$ cat config.mk
export PLATFORM = sky130hd
export DESIGN_NAME = uart_tx_arbiter
export DESIGN_NICKNAME = d
export VERILOG_FILES = /design/src/rtl/uart_tx_arbiter.sv
export SDC_FILE = /design/constraint.sdc
export NUM_CORES = 1
export LEC_CHECK = 0
export BUFFER_PORTS_ARGS = -buffer_cell sky130_fd_sc_hd__buf_2
export CAP_MARGIN = 20
export CORE_MARGIN = 2
export CORE_UTILIZATION = 37
export DETAILED_ROUTE_END_ITERATION = 8
export PLACE_DENSITY = 0.79
export SYNTH_ARGS = -nofsm -noshare
export SYNTH_HDL_FRONTEND = slang
export SYNTH_SLANG_ARGS = --single-unit
$ cat constraint.sdc
create_clock -name clk -period 2.31 [get_ports clk]
set_input_delay 0.693 -clock clk [delete_from_list [all_inputs] [get_ports clk]]
set_output_delay 0.693 -clock clk [all_outputs]
set_load 0.02 [all_outputs]
$ cat src/rtl/uart_tx_arbiter.sv
`default_nettype none
// ============================================================================
// uart_tx_arbiter : packet-level round-robin arbiter onto one UART TX FIFO
//   write port. Optional burst cap: define UART_ARB_BURST_LIMIT_EN.
// Revision: 1.0
// ============================================================================
module uart_tx_arbiter #(
  parameter int NUM_REQ    = 4,
  parameter int DATA_WIDTH = 8,
  parameter int MAX_BURST  = 16
) (
  input  logic                                         clk,
  input  logic                                         rst_n,
  input  logic [NUM_REQ-1:0]                           req_valid,
  input  logic [NUM_REQ*DATA_WIDTH-1:0]                req_data,
  input  logic [NUM_REQ-1:0]                           req_last,
  output logic [NUM_REQ-1:0]                           req_ready,
  output logic                                         fifo_w_en,
  output logic [DATA_WIDTH-1:0]                        fifo_w_data,
  input  logic                                         fifo_full,
  output logic [((NUM_REQ > 1) ? $clog2(NUM_REQ) : 1)-1:0] gnt_id,
  output logic                                         busy
);

  localparam int GW = (NUM_REQ > 1) ? $clog2(NUM_REQ) : 1;

  typedef enum logic [0:0] {
    S_IDLE  = 1'b0,
    S_BURST = 1'b1
  } state_t;

  state_t                r_state;
  state_t                w_state_nxt;
  logic [GW-1:0]         r_gnt_id;
  logic [GW-1:0]         r_last_gnt;
  logic [GW-1:0]         w_sel;
  logic                  w_any;
  logic                  w_beat;
  logic                  w_end;
  logic                  w_limit;
  logic [DATA_WIDTH-1:0] w_data_arr [NUM_REQ];

  generate
    if (NUM_REQ < 2 || NUM_REQ > 8 || MAX_BURST < 1 || DATA_WIDTH < 1) begin : g_param_check
      $error("uart_tx_arbiter: parameter out of range");
    end
  endgenerate

  generate
    for (genvar gi = 0; gi < NUM_REQ; gi++) begin : g_unpack
      assign w_data_arr[gi] = req_data[gi*DATA_WIDTH +: DATA_WIDTH];
    end
  endgenerate

  // Scan from farthest to nearest so the nearest valid index after
  // r_last_gnt is the one left standing.
  always_comb begin
    int            w_idx;
    logic [GW-1:0] w_idx_n;
    w_sel   = r_last_gnt;
    w_any   = 1'b0;
    w_idx   = 0;
    w_idx_n = '0;
    for (int k = NUM_REQ; k >= 1; k--) begin
      w_idx   = (int'(r_last_gnt) + k) % NUM_REQ;
      w_idx_n = GW'(w_idx);
      if (req_valid[w_idx_n]) begin
        w_sel = w_idx_n;
        w_any = 1'b1;
      end
    end
  end

`ifdef UART_ARB_BURST_LIMIT_EN
  localparam int            CW          = $clog2(MAX_BURST + 1);
  localparam logic [CW-1:0] c_LAST_BEAT = CW'(MAX_BURST - 1);

  logic [CW-1:0] r_beat_cnt;

  always_ff @(posedge clk or negedge rst_n) begin
    if (!rst_n) begin
      r_beat_cnt <= '0;
    end else if (r_state == S_IDLE) begin
      r_beat_cnt <= '0;
    end else if (w_beat) begin
      r_beat_cnt <= r_beat_cnt + CW'(1);
    end
  end

  assign w_limit = (r_beat_cnt == c_LAST_BEAT);
`else
  assign w_limit = 1'b0;
`endif

  always_comb begin
    w_state_nxt = r_state;
    req_ready   = '0;
    fifo_w_en   = 1'b0;
    fifo_w_data = '0;
    w_beat      = 1'b0;
    w_end       = 1'b0;
    case (r_state)
      S_IDLE: begin
        if (w_any) begin
          w_state_nxt = S_BURST;
        end
      end
      S_BURST: begin
        req_ready[r_gnt_id] = !fifo_full;
        w_beat              = req_valid[r_gnt_id] && !fifo_full;
        fifo_w_en           = w_beat;
        fifo_w_data         = w_data_arr[r_gnt_id];
        w_end               = w_beat && (req_last[r_gnt_id] || w_limit);
        if (w_end) begin
          w_state_nxt = S_IDLE;
        end
      end
      default: begin
        w_state_nxt = S_IDLE;
      end
    endcase
  end

  always_ff @(posedge clk or negedge rst_n) begin
    if (!rst_n) begin
      r_state    <= S_IDLE;
      r_gnt_id   <= '0;
      r_last_gnt <= GW'(NUM_REQ - 1);
    end else begin
      r_state <= w_state_nxt;
      if (r_state == S_IDLE && w_any) begin
        r_gnt_id <= w_sel;
      end
      if (w_end) begin
        r_last_gnt <= r_gnt_id;
      end
    end
  end

  assign busy   = (r_state == S_BURST);
  assign gnt_id = r_gnt_id;

endmodule
`default_nettype wire

==> report_table.html, run 1 <==
<table>
<tr><th>Metric</th><th>Value</th></tr>
<tr><th colspan="2">Final layout</th></tr>
<tr><td>Growth of design area from synthesis to finish</td><td>56.9%</td></tr>
<tr><td>Fraction of final layout cells with drive strength greater than 1</td><td>69.2%</td></tr>
<tr><td>Area taken by flip-flops and latches</td><td>130 um^2</td></tr>
<tr><td>Antenna cells</td><td>0</td></tr>
<tr><td>Filler instances</td><td>139</td></tr>
<tr><td>Multi-input gate area in the final layout</td><td>around 500 um^2</td></tr>
<tr><td>Number of nets in the final layout</td><td>164</td></tr>
<tr><th colspan="2">Critical path</th></tr>
<tr><td>Launching element of the worst setup path</td><td>gnt_id[0]</td></tr>
<tr><td>CP Launch Type</td><td>flip-flop</td></tr>
<tr><td>Type of element capturing the critical path</td><td>output pin</td></tr>
<tr><td>Type of the setup path with the least slack</td><td>reg2out</td></tr>
<tr><td>Cells on worst reg2reg path</td><td>5</td></tr>
<tr><td>Worst path arrival time</td><td>1.61 ns</td></tr>
<tr><td>Startpoint of the worst register-to-register path</td><td>gnt_id[0]</td></tr>
<tr><td>Critical R2R Capture</td><td>r_last_gnt[1]</td></tr>
<tr><td>Required time worst endpoint</td><td>about 1.6 ns</td></tr>
<tr><td>CP max FO</td><td>5</td></tr>
<tr><td>Register-to-register setup slack</td><td>approximately 0.64 ns</td></tr>
<tr><th colspan="2">Clock network</th></tr>
<tr><td>Root buf cell</td><td>sky130_fd_sc_hd__clkbuf_4</td></tr>
<tr><td>Clock latency on the worst-skew pair</td><td>0.25 ns</td></tr>
<tr><td>Worst-case clock buffer depth</td><td>2</td></tr>
<tr><td>TritonCTS clock tree</td><td>done</td></tr>
<tr><td>Hold-fix buffers at CTS</td><td>0</td></tr>
<tr><td>Number of buffers added by the clock tree synthesis step</td><td>3</td></tr>
<tr><td>Clock-pin transition on the worst setup and hold timing paths</td><td>0.04 ns</td></tr>
<tr><td>H-tree levels</td><td>1</td></tr>
<tr><td>Sinks on Clock Net</td><td>5</td></tr>
<tr><th colspan="2">Power and ir drop</th></tr>
<tr><td>Worst supply voltage drop on vdd</td><td>slightly above 0.6 mV</td></tr>
<tr><td>Power consumption</td><td>1250 uW</td></tr>
<tr><td>Power Density</td><td>1210 mW/mm^2</td></tr>
<tr><td>Static power due to leakage</td><td>about 0.00052 uW</td></tr>
<tr><th colspan="2">Place</th></tr>
<tr><td>Routability-driven placement congestion ratio</td><td>between 0.8 and 0.9</td></tr>
<tr><td>Port bufs</td><td>58</td></tr>
<tr><td>Worst slack after detailed placement</td><td>0.00587 ns</td></tr>
<tr><td>HPWL after DPL</td><td>1.63 mm</td></tr>
<tr><th colspan="2">Logic synthesis</th></tr>
<tr><td>Mapped Nets</td><td>101</td></tr>
<tr><td>Number of flops mapped to enable cells by yosys</td><td>0</td></tr>
<tr><td>Yosys warning count</td><td>0</td></tr>
<tr><td>Number of distinct library cells after synthesis</td><td>30</td></tr>
<tr><td>FFs w/ async S/R, synth</td><td>100%</td></tr>
<tr><td>Average size of a mapped cell</td><td>~11 um^2</td></tr>
<tr><td>Proportion of synthesized chip area in sequential cells</td><td>19.3%</td></tr>
<tr><td>Most used flip-flop cell after synthesis</td><td>sky130_fd_sc_hd__dfrtp_1</td></tr>
<tr><td>Synthesized flop and latch total</td><td>5</td></tr>
<tr><td>Post-synthesis instance area</td><td>662 um^2</td></tr>
<tr><td>Synthesized instance count</td><td>58</td></tr>
<tr><th colspan="2">Routing</th></tr>
<tr><td>Drt first pass iters</td><td>4</td></tr>
<tr><td>Post-detailed-routing wire length</td><td>2.07 mm</td></tr>
<tr><td>Drc violations</td><td>0</td></tr>
<tr><td>Detailed-route via count</td><td>739</td></tr>
<tr><td>Vias per cell</td><td>roughly 5.1</td></tr>
<tr><td>Violation count after the first detailed-routing iteration</td><td>14</td></tr>
<tr><td>Routed WL per cell</td><td>14.3 um</td></tr>
<tr><td>Count of nets left with antenna violations after detail routing</td><td>0</td></tr>
<tr><th colspan="2">STA</th></tr>
<tr><td>Number of max-slew violations in the final report</td><td>0</td></tr>
<tr><td>Final setup violation count</td><td>0</td></tr>
<tr><td>Worst Setup Slack, final</td><td>0.00496 ns</td></tr>
<tr><td>Worst-Margin Slew</td><td>0.356 ns</td></tr>
<tr><td>Slew HR</td><td>76.3%</td></tr>
<tr><td>Peak Freq</td><td>0.434 GHz</td></tr>
<tr><td>Worst Skew</td><td>0.000345 ns</td></tr>
<tr><td>Final clock period utilization by the worst path</td><td>99.8%</td></tr>
<tr><td>Final Hold Viols</td><td>0</td></tr>
<tr><td>Total Neg Setup Slack</td><td>0 ns</td></tr>
<tr><td>Final critical path time including I/O delays and setup</td><td>2.31 ns</td></tr>
<tr><td>RSZ-0062 raised after global routing</td><td>true</td></tr>
<tr><th colspan="2">Global route</th></tr>
<tr><td>Number of global-route vias before repair</td><td>708</td></tr>
<tr><td>Overall Global Routing Usage</td><td>20.4%</td></tr>
<tr><td>Remaining global-route overflow</td><td>0</td></tr>
<tr><td>Number of antenna violations at the first check in global routing</td><td>0</td></tr>
<tr><td>Maximum number of pins on one net before global-route repair</td><td>18</td></tr>
<tr><td>Global-route wire length before repair</td><td>3.08 mm</td></tr>
<tr><th colspan="2">Floorplanning</th></tr>
<tr><td>Die Width</td><td>approximately 46 um</td></tr>
<tr><td>Std-Cell Rows</td><td>15</td></tr>
<tr><td>Core outline area</td><td>about 0.0017 mm^2</td></tr>
<tr><td>Boundary pin count</td><td>59</td></tr>
<tr><td>Chip height</td><td>46.3 um</td></tr>
<tr><td>Die Footprint</td><td>0.00214 mm^2</td></tr>
<tr><td>Initial core utilization</td><td>38.8%</td></tr>
<tr><th colspan="2">Hold path</th></tr>
<tr><td>Worst min path class</td><td>in2async</td></tr>
<tr><th colspan="2">Flow run</th></tr>
<tr><td>Number of max-cap violations</td><td>0</td></tr>
<tr><th colspan="2">Run status</th></tr>
<tr><td>Status</td><td>completed</td></tr>
</table>
report_power, final:
part           total, uW  internal [uW]  switching [uW]
sequential           233            144            89.0
combinational        916            478             437
clock                103           65.4            37.5
total               1250            688             564
synthesized netlist by cell type (2+ instances only):
cell                      n  area, um^2
sky130_fd_sc_hd__mux2i_1  3        30.0
sky130_fd_sc_hd__dfrtp_1  3        75.1
sky130_fd_sc_hd__buf_2    2        10.0
sky130_fd_sc_hd__and2_1   8        50.1
sky130_fd_sc_hd__inv_1    2        7.51
sky130_fd_sc_hd__a31oi_1  3        18.8
sky130_fd_sc_hd__nor2_1   6        22.5
sky130_fd_sc_hd__dfstp_2  2        52.6
sky130_fd_sc_hd__mux4_1   8         210
stage by stage:
stage / util (%) / area [um^2] / cells / hold slack (ns)
finish: 60.8 / 1040 / 145 / 0.249
global route: 60.8 / 1040 / 145 / 0.254
CTS: 59.8 / 1020 / 145 / 0.249
detailed placement: 56.8 / 970 / 138 / 0.492
global placement: 56.8 / 970 / 138 / 0.484
floorplan: - / 662 / 58 / 0.397
routing by layer:
metal	global-route usage, %	up-vias	wire length [um]
met3	1.57	2	81
li1	-	354	-
met4	7.43	0	17
met1	22.9	356	810
met2	39.2	27	1160
met5	0	-	0
what timing repair did:
item | 4_1_cts | 5_1_grt
hold endpoints to repair | 0 | 0
pin swaps | 0 | 2
resized for setup | 3 | 14
buffers inserted | 3 | 0
endpoints found under the setup margin | 11 | 9
cloned | 0 | 0
worst max-delay path by stage:
| stage | to | slack [ns] | cells after the start |
|---|---|---|---|
| floorplan | fifo_w_data[0] | 0.17 | 3 |
| global route | fifo_w_data[3] | -0.06 | 4 |
| global placement | fifo_w_data[1] | 0.03 | 4 |
| detailed placement | fifo_w_data[1] | 0.006 | 4 |
| CTS | fifo_w_data[4] | 0.0006 | 4 |
| finish | fifo_w_en | 0.005 | 4 |
flip-flops by register name, indices dropped and copies added (netlist names):
register    flops
busy            1
gnt_id          2
r_last_gnt      2
logic make-up after synthesis:
logic type / count (synthesis) / share of synthesized area (%)
AND/OR/NAND/NOR: 22 / 20.6
multiplexers: 13 / 42.0
AO/OA/AOI/OAI: 11 / 12.7
flip-flops: 5 / 19.3
buffers and inverters: 7 / 5.48
final cells by class:
type / instances / area share (%)
tap: 25 / 3.01
inverter: 2 / 0.723
multi-input combinational: 46 / 47.7
timing repair buffer: 63 / 33.5
sequential: 5 / 12.5
clock buffer: 4 / 2.53
worst max-delay path, cell delays in order (launching register included):
cell,delay [ns]
sky130_fd_sc_hd__dfrtp_2,0.43
sky130_fd_sc_hd__buf_4,0.17
sky130_fd_sc_hd__or3b_4,0.43
sky130_fd_sc_hd__o22ai_4,0.16
sky130_fd_sc_hd__buf_4,0.18
placed cells by master, fill, tap and decap left out, types with 2 or more instances in the layout:
cell / n
sky130_fd_sc_hd__buf_4: 8
sky130_fd_sc_hd__nor2_1: 5
sky130_fd_sc_hd__mux4_1: 4
sky130_fd_sc_hd__inv_1: 2
sky130_fd_sc_hd__mux2i_1: 3
sky130_fd_sc_hd__buf_2: 53
sky130_fd_sc_hd__mux4_2: 5
sky130_fd_sc_hd__and2_1: 7
sky130_fd_sc_hd__dfstp_2: 2
sky130_fd_sc_hd__clkbuf_4: 3
sky130_fd_sc_hd__buf_6: 2
sky130_fd_sc_hd__dfrtp_2: 2
sky130_fd_sc_hd__a31oi_1: 3
Power figures use the tool's default switching activity.
==> run 2: changes to the inputs <==
--- a/config.mk
+++ b/config.mk
@@ -7,10 +7,12 @@
 export LEC_CHECK = 0
 export BUFFER_PORTS_ARGS = -buffer_cell sky130_fd_sc_hd__buf_2
 export CAP_MARGIN = 20
+export CELL_PAD_IN_SITES_DETAIL_PLACEMENT = 1
+export CELL_PAD_IN_SITES_GLOBAL_PLACEMENT = 1
 export CORE_MARGIN = 2
-export CORE_UTILIZATION = 37
+export CORE_UTILIZATION = 25
 export DETAILED_ROUTE_END_ITERATION = 8
-export PLACE_DENSITY = 0.79
+export PLACE_DENSITY_LB_ADDON = 0.1
 export SYNTH_ARGS = -nofsm -noshare
 export SYNTH_HDL_FRONTEND = slang
 export SYNTH_SLANG_ARGS = --single-unit
==> report_table.html, run 2 (synthesized netlist as in run 1, its figures left out) <==
<table>
<tr><th>Metric</th><th>Value</th></tr>
<tr><th colspan="2">Critical path</th></tr>
<tr><td>Critical path, cell by cell</td><td>buf_8 &gt; mux4_2 &gt; and2_4 &gt; buf_6</td></tr>
<tr><td>Type of the setup path with the least slack</td><td>reg2out</td></tr>
<tr><td>Cells on worst reg2reg path</td><td>5</td></tr>
<tr><td>Number of logic stages on the critical path including buffering</td><td>4</td></tr>
<tr><td>Delay contributed by the slowest stage of the critical path</td><td>about 0.51 ns</td></tr>
<tr><td>Required time worst endpoint</td><td>1.62 ns</td></tr>
<tr><td>Slowest cell on crit path</td><td>sky130_fd_sc_hd__mux4_2</td></tr>
<tr><td>CP Launch Type</td><td>flip-flop</td></tr>
<tr><td>Worst path arrival time</td><td>1.58 ns</td></tr>
<tr><td>Type of element capturing the critical path</td><td>output pin</td></tr>
<tr><td>Buffering stage count on the worst path with inverters included</td><td>2</td></tr>
<tr><td>CP max FO</td><td>7</td></tr>
<tr><td>Gate family responsible for the most delay along the worst path</td><td>multiplexers</td></tr>
<tr><th colspan="2">Routing</th></tr>
<tr><td>Violation count after the first detailed-routing iteration</td><td>11</td></tr>
<tr><td>Drc violations</td><td>0</td></tr>
<tr><td>Detailed-route via count</td><td>roughly 730</td></tr>
<tr><td>Vias per cell</td><td>4.89</td></tr>
<tr><td>Routed WL per cell</td><td>16.0 um</td></tr>
<tr><td>Post-detailed-routing wire length</td><td>2.39 mm</td></tr>
<tr><td>Drt first pass iters</td><td>3</td></tr>
<tr><td>Count of nets left with antenna violations after detail routing</td><td>0</td></tr>
<tr><th colspan="2">Place</th></tr>
<tr><td>Post-Place Cell Area</td><td>996 um^2</td></tr>
<tr><td>Port bufs</td><td>58</td></tr>
<tr><td>Routability-driven placement congestion ratio</td><td>approximately 0.7</td></tr>
<tr><th colspan="2">Clock network</th></tr>
<tr><td>Worst-case clock buffer depth</td><td>2</td></tr>
<tr><td>Clock-pin transition on the worst setup and hold timing paths</td><td>0.04 ns</td></tr>
<tr><td>Root buf cell</td><td>sky130_fd_sc_hd__clkbuf_4</td></tr>
<tr><td>H-tree levels</td><td>1</td></tr>
<tr><td>Sinks on Clock Net</td><td>5</td></tr>
<tr><td>Hold-fix buffers at CTS</td><td>0</td></tr>
<tr><td>Number of buffers added by the clock tree synthesis step</td><td>3</td></tr>
<tr><td>TritonCTS clock tree</td><td>done</td></tr>
<tr><td>Clock latency on the worst-skew pair</td><td>0.23 ns</td></tr>
<tr><th colspan="2">Global route</th></tr>
<tr><td>Overall Global Routing Usage</td><td>15.6%</td></tr>
<tr><td>Number of global-route vias before repair</td><td>782</td></tr>
<tr><td>Met2 Usage GRT</td><td>27.4%</td></tr>
<tr><td>Global Route met1 Usage</td><td>20.0%</td></tr>
<tr><td>Number of antenna violations at the first check in global routing</td><td>0</td></tr>
<tr><td>Met3 GRT Util</td><td>4.22%</td></tr>
<tr><td>Layer with the highest usage</td><td>met2</td></tr>
<tr><td>Global-route wire length before repair</td><td>between 3 and 4 mm</td></tr>
<tr><td>Maximum number of pins on one net before global-route repair</td><td>16</td></tr>
<tr><td>Remaining global-route overflow</td><td>0</td></tr>
<tr><th colspan="2">Floorplanning</th></tr>
<tr><td>Core outline area</td><td>0.00250 mm^2</td></tr>
<tr><td>Die Footprint</td><td>0.00308 mm^2</td></tr>
<tr><td>Chip height</td><td>roughly 55 um</td></tr>
<tr><td>Boundary pin count</td><td>59</td></tr>
<tr><td>Die Width</td><td>55.5 um</td></tr>
<tr><td>Std-Cell Rows</td><td>18</td></tr>
<tr><td>Initial core utilization</td><td>26.5%</td></tr>
<tr><th colspan="2">STA</th></tr>
<tr><td>Worst-Margin Slew</td><td>0.346 ns</td></tr>
<tr><td>Final setup violation count</td><td>0</td></tr>
<tr><td>Worst Hold Slack</td><td>0.261 ns</td></tr>
<tr><td>Peak Freq</td><td>0.441 GHz</td></tr>
<tr><td>Number of max-slew violations in the final report</td><td>0</td></tr>
<tr><td>Slew HR</td><td>76.9%</td></tr>
<tr><td>Worst Skew</td><td>0.000914 ns</td></tr>
<tr><td>Final clock period utilization by the worst path</td><td>98.2%</td></tr>
<tr><td>Total Neg Setup Slack</td><td>0 ns</td></tr>
<tr><td>RSZ-0062 raised after global routing</td><td>true</td></tr>
<tr><td>Final critical path time including I/O delays and setup</td><td>2.27 ns</td></tr>
<tr><td>Final Hold Viols</td><td>0</td></tr>
<tr><th colspan="2">Final layout</th></tr>
<tr><td>Number of nets in the final layout</td><td>around 160</td></tr>
<tr><td>Antenna cells</td><td>0</td></tr>
<tr><td>Commonest non-fill, non-tap cell in the layout</td><td>sky130_fd_sc_hd__buf_2</td></tr>
<tr><td>Post-route cell area</td><td>0.00108 mm^2</td></tr>
<tr><td>Growth of design area from synthesis to finish</td><td>63.7%</td></tr>
<tr><td>Filler instances</td><td>306</td></tr>
<tr><td>Leading cell types in the layout, fill and taps excluded</td><td>sky130_fd_sc_hd__buf_2 (49), sky130_fd_sc_hd__buf_6 (10), sky130_fd_sc_hd__mux4_2 (9)</td></tr>
<tr><td>Fraction of final layout cells with drive strength greater than 1</td><td>76.5%</td></tr>
<tr><th colspan="2">Hold path</th></tr>
<tr><td>Worst min path class</td><td>in2async</td></tr>
<tr><th colspan="2">Power and ir drop</th></tr>
<tr><td>Static power due to leakage</td><td>0.000528 uW</td></tr>
<tr><td>Power Density</td><td>1330 mW/mm^2</td></tr>
<tr><td>Worst supply voltage drop on vdd</td><td>0.684 mV</td></tr>
<tr><th colspan="2">Run status</th></tr>
<tr><td>Status</td><td>completed</td></tr>
<tr><th colspan="2">Flow run</th></tr>
<tr><td>Number of max-cap violations</td><td>0</td></tr>
</table>
run 2: through the flow:
stage	std cells	setup WS (ns)	utilization, %	power [uW]
2_1_floorplan	58	0.174	-	809
3_3_place_gp	144	0.0438	39.8	1070
3_5_place_dp	144	0.0132	39.8	1090
4_1_cts	151	-0.0410	43.3	1410
5_1_grt	149	-0.0471	43.3	1540
6_report	149	0.0409	43.3	1440
run 2: power by group:
| group | internal [uW] | total, uW | switching [uW] |
|---|---|---|---|
| Clock | 65.2 | 99.2 | 34.0 |
| Sequential | 143 | 229 | 86.7 |
| Combinational | 628 | 1110 | 480 |
run 2: per-layer routing:
metal / routed length (um) / part of all wire, % / vias to the layer above
li1: - / - / 346
met1: 1040 / 44 / 348
met2: 1210 / 51 / 34
met3: 140 / 5.9 / 0
met4: 0 / 0 / 0
met5: 0 / 0 / -
run 2: layout make-up:
class	count	area, um^2	share of cell area, %
well taps	30	37.5	3.46
repair buffers	62	388	35.8
flip-flops and latches	5	129	11.9
multi-input cells	46	495	45.7
inverters	2	7.51	0.693
clock buffers	4	26.3	2.42
run 2: path summary, 6_finish.rpt:
check,from,end,slack [ns]
min in group clk,r_last_gnt[0],r_last_gnt[0],0.51
worst min register to register,r_last_gnt[0],r_last_gnt[0],0.51
worst min-delay path,rst_n,gnt_id[0],0.26
worst max-delay path,gnt_id[0],fifo_w_data[6],0.04
max in group asynchronous,rst_n,r_last_gnt[0],1.84
worst max register to register,gnt_id[0],r_last_gnt[1],0.70
run 2: worst reg2reg max path, stage by stage (launching register included):
cell and delay [ns]:
sky130_fd_sc_hd__dfrtp_1 0.41, sky130_fd_sc_hd__buf_6 0.15, sky130_fd_sc_hd__or3b_4 0.42, sky130_fd_sc_hd__o22ai_4 0.15
sky130_fd_sc_hd__nand2_2 0.10, sky130_fd_sc_hd__mux2_4 0.30
run 2: repair_timing:
action	CTS	global route
gates cloned	1	0
pin swaps	1	7
setup endpoints to repair	8	11
gates resized for setup	23	17
setup buffers	2	0
